File: src/rtl/chipinvaders_pkg.sv
// Shared button indices, default timing constants and counter sizing helper
// for the push-button conditioning path.
package chipinvaders_pkg;

    typedef enum logic [1:0] {
        BTN_UP    = 2'd0,
        BTN_LEFT  = 2'd1,
        BTN_RIGHT = 2'd2
    } btn_idx_e;

    localparam int NUM_BTN             = 3;
    localparam int DEF_DEBOUNCE_CYCLES = 250000;
    localparam int DEF_REPEAT_DELAY    = 12500000;
    localparam int DEF_REPEAT_PERIOD   = 2500000;

    typedef enum logic [1:0] {
        RPT_IDLE   = 2'd0,
        RPT_DELAY  = 2'd1,
        RPT_REPEAT = 2'd2
    } rpt_state_e;

    // Bits needed to hold 0..n_vals-1 (never less than one bit).
    function automatic int cnt_width(input int n_vals);
        return (n_vals <= 2) ? 1 : $clog2(n_vals);
    endfunction

endpackage

File: src/rtl/btn_conditioner_if.sv
// Raw key inputs and conditioned button outputs of btn_conditioner.
interface btn_conditioner_if;
    logic key_up;
    logic key_left;
    logic key_right;
    logic btn_u;
    logic btn_l;
    logic btn_r;
    logic press_u;
    logic press_l;
    logic press_r;

    modport master (
        output key_up, key_left, key_right,
        input  btn_u, btn_l, btn_r, press_u, press_l, press_r
    );

    modport slave (
        input  key_up, key_left, key_right,
        output btn_u, btn_l, btn_r, press_u, press_l, press_r
    );
endinterface

File: src/rtl/btn_debounce.sv
// One button channel: 2-flop synchronizer, stability counter, registered level
// and press pulse; i_rpt lets an external repeat FSM request extra pulses.
module btn_debounce
    import chipinvaders_pkg::*;
#(
    parameter int DEBOUNCE_CYCLES = DEF_DEBOUNCE_CYCLES
) (
    input  logic clk,
    input  logic rst,
    input  logic i_key,
    input  logic i_rpt,
    output logic o_btn,
    output logic o_press
);
    localparam int             CW       = cnt_width(DEBOUNCE_CYCLES);
    localparam logic [CW-1:0]  CNT_LAST = CW'(DEBOUNCE_CYCLES - 1);

    logic          r_s1;
    logic          r_s2;
    logic          r_lvl;
    logic [CW-1:0] r_cnt;
    logic          r_btn;
    logic          r_press;
    logic          w_rise;

    // r_lvl leads r_btn by one cycle, so the edge is known before it is visible.
    assign w_rise = r_lvl & ~r_btn;

    always_ff @(posedge clk) begin
        if (rst) begin
            r_s1    <= 1'b0;
            r_s2    <= 1'b0;
            r_lvl   <= 1'b0;
            r_cnt   <= '0;
            r_btn   <= 1'b0;
            r_press <= 1'b0;
        end else begin
            r_s1  <= i_key;
            r_s2  <= r_s1;
            if (r_s2 == r_lvl) begin
                r_cnt <= '0;
            end else if (r_cnt >= CNT_LAST) begin
                r_lvl <= ~r_lvl;
                r_cnt <= '0;
            end else begin
                r_cnt <= r_cnt + CW'(1);
            end
            r_btn   <= r_lvl;
            // Repeat requests only land while the level is high and not falling.
            r_press <= w_rise | (i_rpt & r_lvl & r_btn);
        end
    end

    assign o_btn   = r_btn;
    assign o_press = r_press;

endmodule

File: src/rtl/btn_conditioner.sv
// Debounces the up/left/right keys into levels and one-cycle press pulses.
// Define BTN_AUTOREPEAT_EN to add hold-to-repeat on the left and right keys.
module btn_conditioner
    import chipinvaders_pkg::*;
#(
    parameter int DEBOUNCE_CYCLES = DEF_DEBOUNCE_CYCLES,
    parameter int REPEAT_DELAY    = DEF_REPEAT_DELAY,
    parameter int REPEAT_PERIOD   = DEF_REPEAT_PERIOD
) (
    input  logic               clk,
    input  logic               rst,
    btn_conditioner_if.slave   bus
);
    logic [NUM_BTN-1:0] w_key;
    logic [NUM_BTN-1:0] w_btn;
    logic [NUM_BTN-1:0] w_press;
    logic [NUM_BTN-1:0] w_rpt;

    if (DEBOUNCE_CYCLES < 1 || DEBOUNCE_CYCLES > (1 << 20) ||
        REPEAT_DELAY < 2 || REPEAT_PERIOD < 1) begin : g_bad_param
        $error("btn_conditioner: timing parameter out of range");
    end

    assign w_key[BTN_UP]    = bus.key_up;
    assign w_key[BTN_LEFT]  = bus.key_left;
    assign w_key[BTN_RIGHT] = bus.key_right;

    for (genvar gi = 0; gi < NUM_BTN; gi++) begin : g_ch
        btn_debounce #(
            .DEBOUNCE_CYCLES (DEBOUNCE_CYCLES)
        ) u_deb (
            .clk     (clk),
            .rst     (rst),
            .i_key   (w_key[gi]),
            .i_rpt   (w_rpt[gi]),
            .o_btn   (w_btn[gi]),
            .o_press (w_press[gi])
        );
    end

`ifdef BTN_AUTOREPEAT_EN
    localparam int RPT_MAX = (REPEAT_DELAY > REPEAT_PERIOD) ? REPEAT_DELAY : REPEAT_PERIOD;
    localparam int RW      = cnt_width(RPT_MAX + 1);

    assign w_rpt[BTN_UP] = 1'b0;

    // r_cnt counts edges since the last pulse as seen from the next edge;
    // r_req is raised one cycle ahead so the pulse lands on the due edge.
    for (genvar gi = 1; gi < NUM_BTN; gi++) begin : g_rpt
        rpt_state_e    r_state;
        logic [RW-1:0] r_cnt;
        logic          r_req;
        logic [RW-1:0] w_cnt_inc;

        assign w_cnt_inc = (r_cnt == RW'(RPT_MAX)) ? r_cnt : r_cnt + RW'(1);
        assign w_rpt[gi] = r_req;

        always_ff @(posedge clk) begin
            if (rst || !w_btn[gi]) begin
                r_state <= RPT_IDLE;
                r_cnt   <= '0;
                r_req   <= 1'b0;
            end else begin
                case (r_state)
                    RPT_IDLE: begin
                        if (w_press[gi]) begin
                            r_state <= RPT_DELAY;
                            r_cnt   <= RW'(2);
                            r_req   <= (REPEAT_DELAY == 2);
                        end
                    end
                    RPT_DELAY: begin
                        if (r_req) begin
                            r_state <= RPT_REPEAT;
                            r_cnt   <= RW'(1);
                            r_req   <= (REPEAT_PERIOD == 1);
                        end else begin
                            r_cnt   <= w_cnt_inc;
                            r_req   <= (w_cnt_inc == RW'(REPEAT_DELAY));
                        end
                    end
                    RPT_REPEAT: begin
                        if (r_req) begin
                            r_cnt   <= RW'(1);
                            r_req   <= (REPEAT_PERIOD == 1);
                        end else begin
                            r_cnt   <= w_cnt_inc;
                            r_req   <= (w_cnt_inc == RW'(REPEAT_PERIOD));
                        end
                    end
                    default: begin
                        r_state <= RPT_IDLE;
                        r_cnt   <= '0;
                        r_req   <= 1'b0;
                    end
                endcase
            end
        end
    end
`else
    assign w_rpt = '0;
`endif

    assign bus.btn_u   = w_btn[BTN_UP];
    assign bus.btn_l   = w_btn[BTN_LEFT];
    assign bus.btn_r   = w_btn[BTN_RIGHT];
    assign bus.press_u = w_press[BTN_UP];
    assign bus.press_l = w_press[BTN_LEFT];
    assign bus.press_r = w_press[BTN_RIGHT];

endmodule
File: src/flat_wrapper.sv
// flat-port wrapper written by rule: the top's interface ports become plain ports
module btn_conditioner_flat import chipinvaders_pkg::*;
#(
    parameter int DEBOUNCE_CYCLES = DEF_DEBOUNCE_CYCLES,
    parameter int REPEAT_DELAY    = DEF_REPEAT_DELAY,
    parameter int REPEAT_PERIOD   = DEF_REPEAT_PERIOD
)
  (clk, rst, bus_key_up, bus_key_left, bus_key_right, bus_btn_u, bus_btn_l, bus_btn_r, bus_press_u, bus_press_l, bus_press_r);
  btn_conditioner_if bus_i ();
  input  logic clk;
  input  logic rst;
  input wire logic [$bits(bus_i.key_up)-1:0] bus_key_up;
  input wire logic [$bits(bus_i.key_left)-1:0] bus_key_left;
  input wire logic [$bits(bus_i.key_right)-1:0] bus_key_right;
  output wire logic [$bits(bus_i.btn_u)-1:0] bus_btn_u;
  output wire logic [$bits(bus_i.btn_l)-1:0] bus_btn_l;
  output wire logic [$bits(bus_i.btn_r)-1:0] bus_btn_r;
  output wire logic [$bits(bus_i.press_u)-1:0] bus_press_u;
  output wire logic [$bits(bus_i.press_l)-1:0] bus_press_l;
  output wire logic [$bits(bus_i.press_r)-1:0] bus_press_r;
  assign bus_i.key_up = bus_key_up;
  assign bus_i.key_left = bus_key_left;
  assign bus_i.key_right = bus_key_right;
  assign bus_btn_u = bus_i.btn_u;
  assign bus_btn_l = bus_i.btn_l;
  assign bus_btn_r = bus_i.btn_r;
  assign bus_press_u = bus_i.press_u;
  assign bus_press_l = bus_i.press_l;
  assign bus_press_r = bus_i.press_r;
  btn_conditioner #(.DEBOUNCE_CYCLES(DEBOUNCE_CYCLES), .REPEAT_DELAY(REPEAT_DELAY), .REPEAT_PERIOD(REPEAT_PERIOD)) u_core (.clk(clk), .rst(rst), .bus(bus_i));
endmodule
File: config.mk
export PLATFORM = sky130hd
export DESIGN_NAME = btn_conditioner_flat
export DESIGN_NICKNAME = d
export VERILOG_FILES = /design/src/rtl/chipinvaders_pkg.sv /design/src/rtl/btn_conditioner_if.sv /design/src/rtl/btn_debounce.sv /design/src/rtl/btn_conditioner.sv /design/src/flat_wrapper.sv
export SDC_FILE = /design/constraint.sdc
export NUM_CORES = 1
export LEC_CHECK = 0
export ABC_AREA = 1
export CAP_MARGIN = 5
export CORE_ASPECT_RATIO = 0.8
export CORE_UTILIZATION = 25
export CTS_BUF_LIST = sky130_fd_sc_hd__clkbuf_2
export CTS_CLUSTER_DIAMETER = 200
export DETAILED_ROUTE_END_ITERATION = 16
export DONT_BUFFER_PORTS = 1
export PLACE_DENSITY_LB_ADDON = 0.12
export SLEW_MARGIN = 20
export SYNTH_ARGS = -nofsm -noshare
export SYNTH_HDL_FRONTEND = slang
export SYNTH_HIERARCHICAL = 1
export SYNTH_SLANG_ARGS = --single-unit
File: constraint.sdc
create_clock -name clk -period 4.6 [get_ports clk]
set_clock_uncertainty 0.2 [all_clocks]
set_input_delay 0.46 -clock clk [delete_from_list [all_inputs] [get_ports clk]]
set_output_delay 0.46 -clock clk [all_outputs]
set_load 0.005 [all_outputs]
After elaboration in Yosys (flattened, before gate mapping)
Cells that the tools add are included.
Word-level totals
  register bits after elaboration: 69
  word-level logic and storage cells: 45
  output and inout port bits: 6
  input port bits: 5
Operators by class
  reduce and logical (&&, ||, !) cells: 6
  bitwise gates (word level): 12
  eq/ne operators: 3
  add/subtract/negate cells: 3
  $lt $le $gt $ge: 3
Operators by type and width (count)
  $add A18 B1 Y18 const B: 3
  $ge A18 B18 Y1 const B: 3
  $not A1 Y1: 9
  $reduce_or A3 Y1: 3
  $reduce_and A2 Y1: 3
  $and A1 B1 Y1: 3
  $eq A1 B1 Y1: 3

Longest topological paths before layout
Gate-level depths: netlist (run 1).
  word-level depth: 3
  mapped depth: 10
  gate-level depth less buffers: 9

Hierarchy
Netlist (run 1), hierarchy kept.
By module, submodules not included
  btn_debounce: times used 3, area each 1194.9 um2, seq. area each 460.4 um2, cells each 155
  btn_conditioner: times used 1, area each 3.8 um2, seq. area each 0.0 um2, cells each 1

Worst setup path before layout (run 1)
Ideal clock, no wire load.
  path type: reg-to-reg
  start point: register u_core.g_ch[0].u_deb.r_cnt[0]
  end point: register u_core.g_ch[0].u_deb.r_cnt[2]
  path buffers: 1
  clock period less this slack: 1612 ps
  stages on the path, launching flop included: 10
  setup slack: 2988 ps
  data required time: 4279 ps
  arrival: 1291 ps
  setup time: 121 ps
  path through: dfxtp_1 -> ha_1 -> nand3_1 -> nor2_1 -> nand2_1 -> clkinv_2 -> nor2_4 -> nand2_4 -> buf_12 -> nor2_4
Between the ends
  word-level cells in the longest chain between the ends: 2
  elaborated cells on any way between the ends: 3
  those cells by class: 1 x add/sub; 1 x order compare; 1 x reduce/logical
RTL lines
  from (decl): line btn_debounce.sv:21  | logic [CW-1:0] r_cnt;
  from (signal assigned): line btn_debounce.sv:46  | r_cnt <= r_cnt + CW'(1);
  $ge A18 B18 Y1: line btn_debounce.sv:42  | end else if (r_cnt >= CNT_LAST) begin
  $reduce_or A3 Y1 (no line)
Parallel ways exist; a longest one is shown, timed or not.
A chain may end at the register's enable or synchronous reset.

Final worst setup path (run 1)
  start point: register u_core.g_ch[1].u_deb.r_cnt[0]
  end point: register u_core.g_ch[1].u_deb.r_cnt[14]
Between the ends
  word-level cells in the longest chain between the ends: 2
  elaborated cells on any way between the ends: 3
  those cells by class: 1 x add/sub; 1 x order compare; 1 x reduce/logical
RTL lines (line)
  from (decl): btn_debounce.sv:21
  from (signal assigned): btn_debounce.sv:46
  $ge A18 B18 Y1: btn_debounce.sv:42
  $reduce_or A3 Y1 (no line)
Parallel ways exist; a longest one is shown, timed or not.

==> results of run 1 <==
layout by cell type, fill, tap and decap left out, types with 2 or more instances in the layout:
cell type      instances
a21oi_1                3
bufinv_16              2
clkbuf_2               9
clkinv_1               4
clkinv_2               5
conb_1                 3
dfxtp_1               69
dlygate4sd3_1          4
ha_1                   3
inv_1                 54
nand2_1               84
nand2_2                6
nand2_4                3
nand3_1               24
nand4_1                9
nor2_1                93
nor2_2                12
nor2_4                33
nor3_1                 3
o21a_1                 3
o21ai_0                6
o21ai_1                3
o21bai_1               6
xnor2_1               12
xor2_1                27
final cells by class:
| type | instances | share of cell area, % |
|---|---|---|
| Clock buffer | 9 | 1.154 |
| Clock inverter | 7 | 2.308 |
| Inverter | 60 | 5.867 |
| Multi-Input combinational cell | 333 | 48.48 |
| Sequential cell | 69 | 35.40 |
| Tap cell | 180 | 5.771 |
| Timing Repair Buffer | 4 | 1.026 |
worst reg2reg max path, stage by stage, from the launching register on:
cell and delay [ns]:
dfxtp_1 0.44, ha_1 0.24, nand3_1 0.19, nor2_1 0.15, nand2_1 0.09, clkinv_2 0.07, nor2_4 0.04, nand2_4 0.31
nor2_1 0.09
routing by layer:
metal,GRT usage (%),part of all wire [%]
met2,16.33,42
met3,4.370,3.9
met4,4.286,1.6
met1,14.08,53
met5,0,0
flip-flops by register name, summed over array words and instances (netlist names):
| register | cells |
|---|---|
| u_core/g_ch.u_deb/r_s1 | 3 |
| u_core/g_ch.u_deb/o_btn | 3 |
| u_core/g_ch.u_deb/r_lvl | 3 |
| u_core/g_ch.u_deb/r_s2 | 3 |
| u_core/g_ch.u_deb/r_cnt | 54 |
| u_core/g_ch.u_deb/o_press | 3 |
power by group through the flow:
stage	Clock, mW	Combinational (mW)	Sequential, mW
2_1_floorplan	0	0.0151	0.616
3_3_place_gp	0	0.0150	0.616
4_1_cts	0.443	0.0198	0.605
5_1_grt	0.467	0.0217	0.606
3_5_place_dp	0	0.0151	0.616
6_report	0.412	0.0189	0.604
cell families (layout without fill, tap and decap cells):
kind of cell,after synthesis,after routing
AO/OA/AOI/OAI,21,21
XOR/XNOR,39,39
adder cells (fa/ha/maj),3,3
buffers and inverters,66,80
flip-flops,69,69
other,1,3
AND/OR/NAND/NOR,267,267
worst max path at each step:
| stage | start | endpoint | slack (ns) | cells after the start |
|---|---|---|---|---|
| 6_report | u_core/g_ch[1].u_deb/r_cnt[0] | u_core/g_ch[1].u_deb/r_cnt[14] | 2.70 | 8 |
| 5_1_grt | u_core/g_ch[2].u_deb/r_cnt[0] | u_core/g_ch[2].u_deb/r_cnt[15] | 2.56 | 8 |
| 4_1_cts | u_core/g_ch[2].u_deb/r_cnt[0] | u_core/g_ch[2].u_deb/r_cnt[14] | 2.69 | 8 |
| 3_5_place_dp | u_core/g_ch[1].u_deb/r_cnt[0] | u_core/g_ch[1].u_deb/r_cnt[16] | 2.71 | 8 |
| 3_3_place_gp | u_core/g_ch[1].u_deb/r_cnt[0] | u_core/g_ch[1].u_deb/r_cnt[15] | 2.76 | 8 |
| 2_1_floorplan | u_core/g_ch[0].u_deb/r_cnt[0] | u_core/g_ch[0].u_deb/r_cnt[2] | 2.99 | 9 |
stage by stage:
step           instances  setup WS [ns]  power, mW
4_1_cts              662          2.692      1.067
5_1_grt              662          2.556      1.094
3_3_place_gp         642          2.763     0.6311
2_1_floorplan        468          2.988     0.6307
6_report             662          2.701      1.035
3_5_place_dp         642          2.709     0.6313
==> results.toml, run 1 <==
[status]
status = "finished clean"

[cts]
insertion_delay_ns = 0.55
cts_buffers = 9
tritoncts = "built"
cts-root-buf = "clkbuf_2"
clock_sinks = 69
htreeDepth = 3
clk_pin_slew_ns = 0.20
cts_resized = 0
clk_path_buf_depth = 2
post_cts_buffers = 0
ctsHoldBuffers = 4

[synth]
synth_area_per_cell_um2 = 7.701
synthMostInstantiatedCell = "nor2_1"
synth-xor-area-share_pct = 9.519
synth_ff_type = "dfxtp_1"
synth_top_family_by_area = "simple AND/OR/NAND/NOR gates"
synth_top_area_cell = "dfxtp_1"
yosysWarnings = 6
synth_edf_count = 0
ys_types = 24
synthAdderAreaFrac_pct = 1.046
synth_top_area_share_pct = 38.49
netlist_instances = 466
async_reset_ff_share_pct = 0
ys_seq_area_share_pct = 38.49
synthTopCellsByCount = "nor2_1, nand2_1, dfxtp_1, inv_1, nor2_4"
yosys_register_bits = 69
synth_area_leaders = "dfxtp_1, nor2_4, nor2_1"
synth-compound-area-share_pct = 3.556
synthSimpleGateAreaFrac_pct = 38.28
synthMuxAreaShare_pct = 0
synth_area_mm2 = 0.003588

[route]
dr_total_vias = 2654
route.detailed.drc = 0
wirelength_um = 6804
first_iter_violations = 117
dr.pass1.iters = 4
wl_per_cell_um = 10.28
ant_nets = 0
via_per_inst = 4.009

[timing]
slew_viol_final = 0
rsz0062_at_grt = "no"
max-slew-margin-rel_pct = 62.05
fin_hold_ws_ns = 0.2202
finalSetupViolCount = 0
fmax_mhz = 526.6
timing.final.hold_violations = 0
layout_min_cycle_time_ns = 1.899
min_period_over_period_pct = 41.29
worstMarginPinSlew_ns = 0.5649
finalSetupTns_ns = 0

[global_route]
gr-total-overflow = 0
grtUsageTotal_pct = 10.96
grt_max_degree = 19
antenna_found_initial = 0
grt_pass1_vias = 2632
grt_first_pass_wirelength_um = 12360

[floorplanning]
core_mm2 = 0.01379
io_pins = 11
start_util_pct = 26.03
die_h_um = 109.2
die_w_um = 136.0
die_area_mm2 = 0.01484
rows = 38

[layout]
antennaDiodeCount = 0
syn_to_final_growth_pct = 8.752
final_core_util_pct = 28.30
drive_gt1_share_pct = 14.94
nFillCells = 1530
fin_nets = 485
final_cell_area_mm2 = 0.003902
seqCellArea_mm2 = 0.001381
multiInputGateArea_mm2 = 0.001892

[critical_path]
cp_common_cell = "nor2_1"
endpoint_kind = "flip-flop"
crit_chain = "ha_1, nand3_1, nor2_1, nand2_1, clkinv_2, nor2_4, nand2_4, nor2_1"
reg2reg_to = "u_core/g_ch[1].u_deb/r_cnt[14]"
start_kind = "flip-flop"
worst_path_max_delay_cell = "dfxtp_1"
slowest_delay_ns = 0.44
crit_buf_inv = 1
crit_fanout = 18
worst_r2r_startpoint = "u_core/g_ch[1].u_deb/r_cnt[0]"
crit_family = "simple AND/OR/NAND/NOR gates"
cp.required_ns = 4.84
critPathKind = "reg -> reg"
cp.arrival_ns = 2.14
r2r_slack_ns = 2.70
worstRegToRegCells = 8

[power_and_ir_drop]
netSwitchingFraction_pct = 24.21
power.switching_uw = 250.5
leakagePower_nw = 1.309
power.share.clock_pct = 39.8
pwr-share-seq_pct = 58.4
power.density_mw_per_mm2 = 265.2
pwr-share-comb_pct = 1.8
peakVddDrop_mv = 0.1418
p_int_uw = 784.3

[min_path]
hold_class = "reg -> reg"
holdPathEnd = "u_core/g_ch[1].u_deb/r_s2"
min_from = "u_core/g_ch[1].u_deb/r_s1"
hold_depth = 2

[placed_design]
port_buffers = 0
place_area_mm2 = 0.003727
gp_congestion = 0.7666
dp.final_hpwl_um = 5048

[flow_run]
cap_violations = 0
Note: power is estimated with default switching activity, not from simulation.
==> run 2: changes to the inputs <==
Clock period 4.6 ns to 1.7 ns, I/O delays scaled along.
==> run 2 against run 1 <==
Net effect:
- count of clock-buffer cells in the layout up 2
- highest routed layer unchanged
- via count up 5.0%
- sequential share of layout area down 2.7 points
- largest cell class unchanged
- critical path type is now in -> reg
==> results.toml, run 2 (synthesis results as in run 1) <==
[status]
status = "finished clean"

[route]
ant_nets = 0
dr_total_vias = 2788
via_per_inst = 4.006
wirelength_um = 7473
route.detailed.drc = 0
wl_per_cell_um = 10.74
first_iter_violations = 109
dr.pass1.iters = 4

[cts]
clock_sinks = 69
tritoncts = "built"
clk_pin_slew_ns = 0.19
htreeDepth = 3
insertion_delay_ns = 0.51
cts_buffers = 9
clk_path_buf_depth = 2
cts-root-buf = "clkbuf_2"

[layout]
final_common_cell = "nor2_1"
antennaDiodeCount = 0
drive_gt1_share_pct = 25.97
final_cell_mix = "nor2_1, nand2_1, dfxtp_1, inv_1, nor2_4"
final_cell_area_mm2 = 0.004273
syn_to_final_growth_pct = 19.07
multiInputGateArea_mm2 = 0.002044
largest_reg_flops = 54
fin_nets = 519
seqCellArea_mm2 = 0.001398
instances_no_fill = 696
regMostFlops = "u_core/g_ch.u_deb/r_cnt"
nFillCells = 1510

[floorplanning]
start_util_pct = 26.03
io_pins = 11
core_mm2 = 0.01379
die_area_mm2 = 0.01484
die_h_um = 109.2
rows = 38
die_w_um = 136.0

[power_and_ir_drop]
peakVddDrop_mv = 0.2162
netSwitchingFraction_pct = 26.32
leakagePower_nw = 1.470
power.share.clock_pct = 32.0
pwr-share-seq_pct = 65.2
p_int_mw = 1.848
power.density_mw_per_mm2 = 587.2
pwr-share-comb_pct = 2.9
power.switching_uw = 660.4

[global_route]
antenna_found_initial = 0
grt_pass1_vias = 2562
grt_max_degree = 19
grtUsageTotal_pct = 10.83
grt_first_pass_wirelength_um = 12160
gr-total-overflow = 0

[timing]
timing.final.hold_violations = 0
finalSetupViolCount = 0
max-slew-margin-rel_pct = 59.33
slew_viol_final = 0
rsz0062_at_grt = "yes"
min_period_over_period_pct = 95.38
worstMarginPinSlew_ns = 0.6081
fmax_mhz = 616.7
layout_min_cycle_time_ns = 1.621

[placed_design]
place_area_mm2 = 0.003890
dp.final_hpwl_um = 5170
port_buffers = 0
place_inst = 662
gp_congestion = 0.7372

[critical_path]
cp.arrival_ns = 1.88
crit_buf_inv = 2
worst_path_max_delay_cell = "dlygate4sd3_1"
critPathKind = "in -> reg"
endpoint_kind = "flip-flop"
cp.required_ns = 1.96
crit_fanout = 12
start_kind = "primary input"
crit_chain = "dlygate4sd3_1, inv_1, o21ai_0, a21oi_4, nand2_4, nor2_4"
crit_family = "buffers and inverters"
slowest_delay_ns = 0.77

[min_path]
hold_class = "in -> reg"

[flow_run]
cap_violations = 0
-- run 2: changes by cell type in the layout (fill, tap and decap cells not counted), sizes merged --
cell,previous run,this run
buf,0,30
nand2,93,97
bufinv,2,0
clkbuf,9,11
-- run 2: worst register-to-register path: stages (launching register included) --
cell and delay, ns:
dfxtp_1 0.52, nor2_1 0.09, nand2_1 0.07, nor2_1 0.05
nand2_1 0.09, clkinv_2 0.07, nor2_4 0.12, buf_4 0.17
nand2_4 0.11, nor2_4 0.09
-- run 2: per-layer routing --
layer  up-vias  wire, um  track usage, %
met4         0        89           3.810
met2        20      3105           14.94
met1      1254      4083           15.37
li1       1506         -               -
met5         -         0               0
met3         8       194           3.673
-- run 2: through the flow --
step | util, % | hold slack (ns) | power [mW] | TNS [ns] | setup WS [ns]
after floorplan | - | 0.04118 | 1.707 | 0 | 0.08819
after global placement | 28.21 | 0.04572 | 1.714 | 0 | 0.002720
after detailed placement | 28.21 | 0.04835 | 1.714 | -0.2754 | -0.04136
after CTS | 29.30 | 0.04842 | 2.574 | 0 | 0.003787
after global routing | 30.99 | 0.04189 | 2.652 | -0.03939 | -0.02007
final | 30.99 | 0.1188 | 2.509 | 0 | 0.07851
-- run 2: repair_timing --
action,in CTS,in global routing
pin swaps,0,10
setup endpoints to repair,39,52
hold buffers,4,0
buffers inserted,0,10
cloned,0,4
hold endpoints to repair,69,0
resized for setup,4,32
-- run 2: power by group through the flow --
stage,registers [mW],clock network (mW),logic [mW]
2_1_floorplan,1.67,0,0.0409
3_3_place_gp,1.67,0,0.0481
3_5_place_dp,1.67,0,0.0483
4_1_cts,1.63,0.875,0.0641
5_1_grt,1.64,0.935,0.0799
6_report,1.63,0.802,0.0724
-- run 2: cell type report --
type                            count  share of cell area (%)
Clock buffer                       11                   1.288
Sequential cell                    69                   32.71
Multi-Input combinational cell    337                   47.85
Tap cell                          180                   5.271
Clock inverter                      5                  0.6442
Inverter                           60                   5.359
Timing Repair Buffer               34                   6.881
-- run 2: final timing paths --
path / startpoint / endpoint / slack, ns / depth (start not counted)
setup / recovery: rst / u_core/g_ch[2].u_deb/r_cnt[1] / 0.08 / 6
hold / removal: bus_key_right / u_core/g_ch[2].u_deb/r_s1 / 0.12 / 3
setup reg to reg: u_core/g_ch[2].u_deb/r_cnt[5] / u_core/g_ch[2].u_deb/r_cnt[1] / 0.09 / 9
hold reg to reg: u_core/g_ch[1].u_deb/r_s1 / u_core/g_ch[1].u_deb/r_s2 / 0.22 / 2
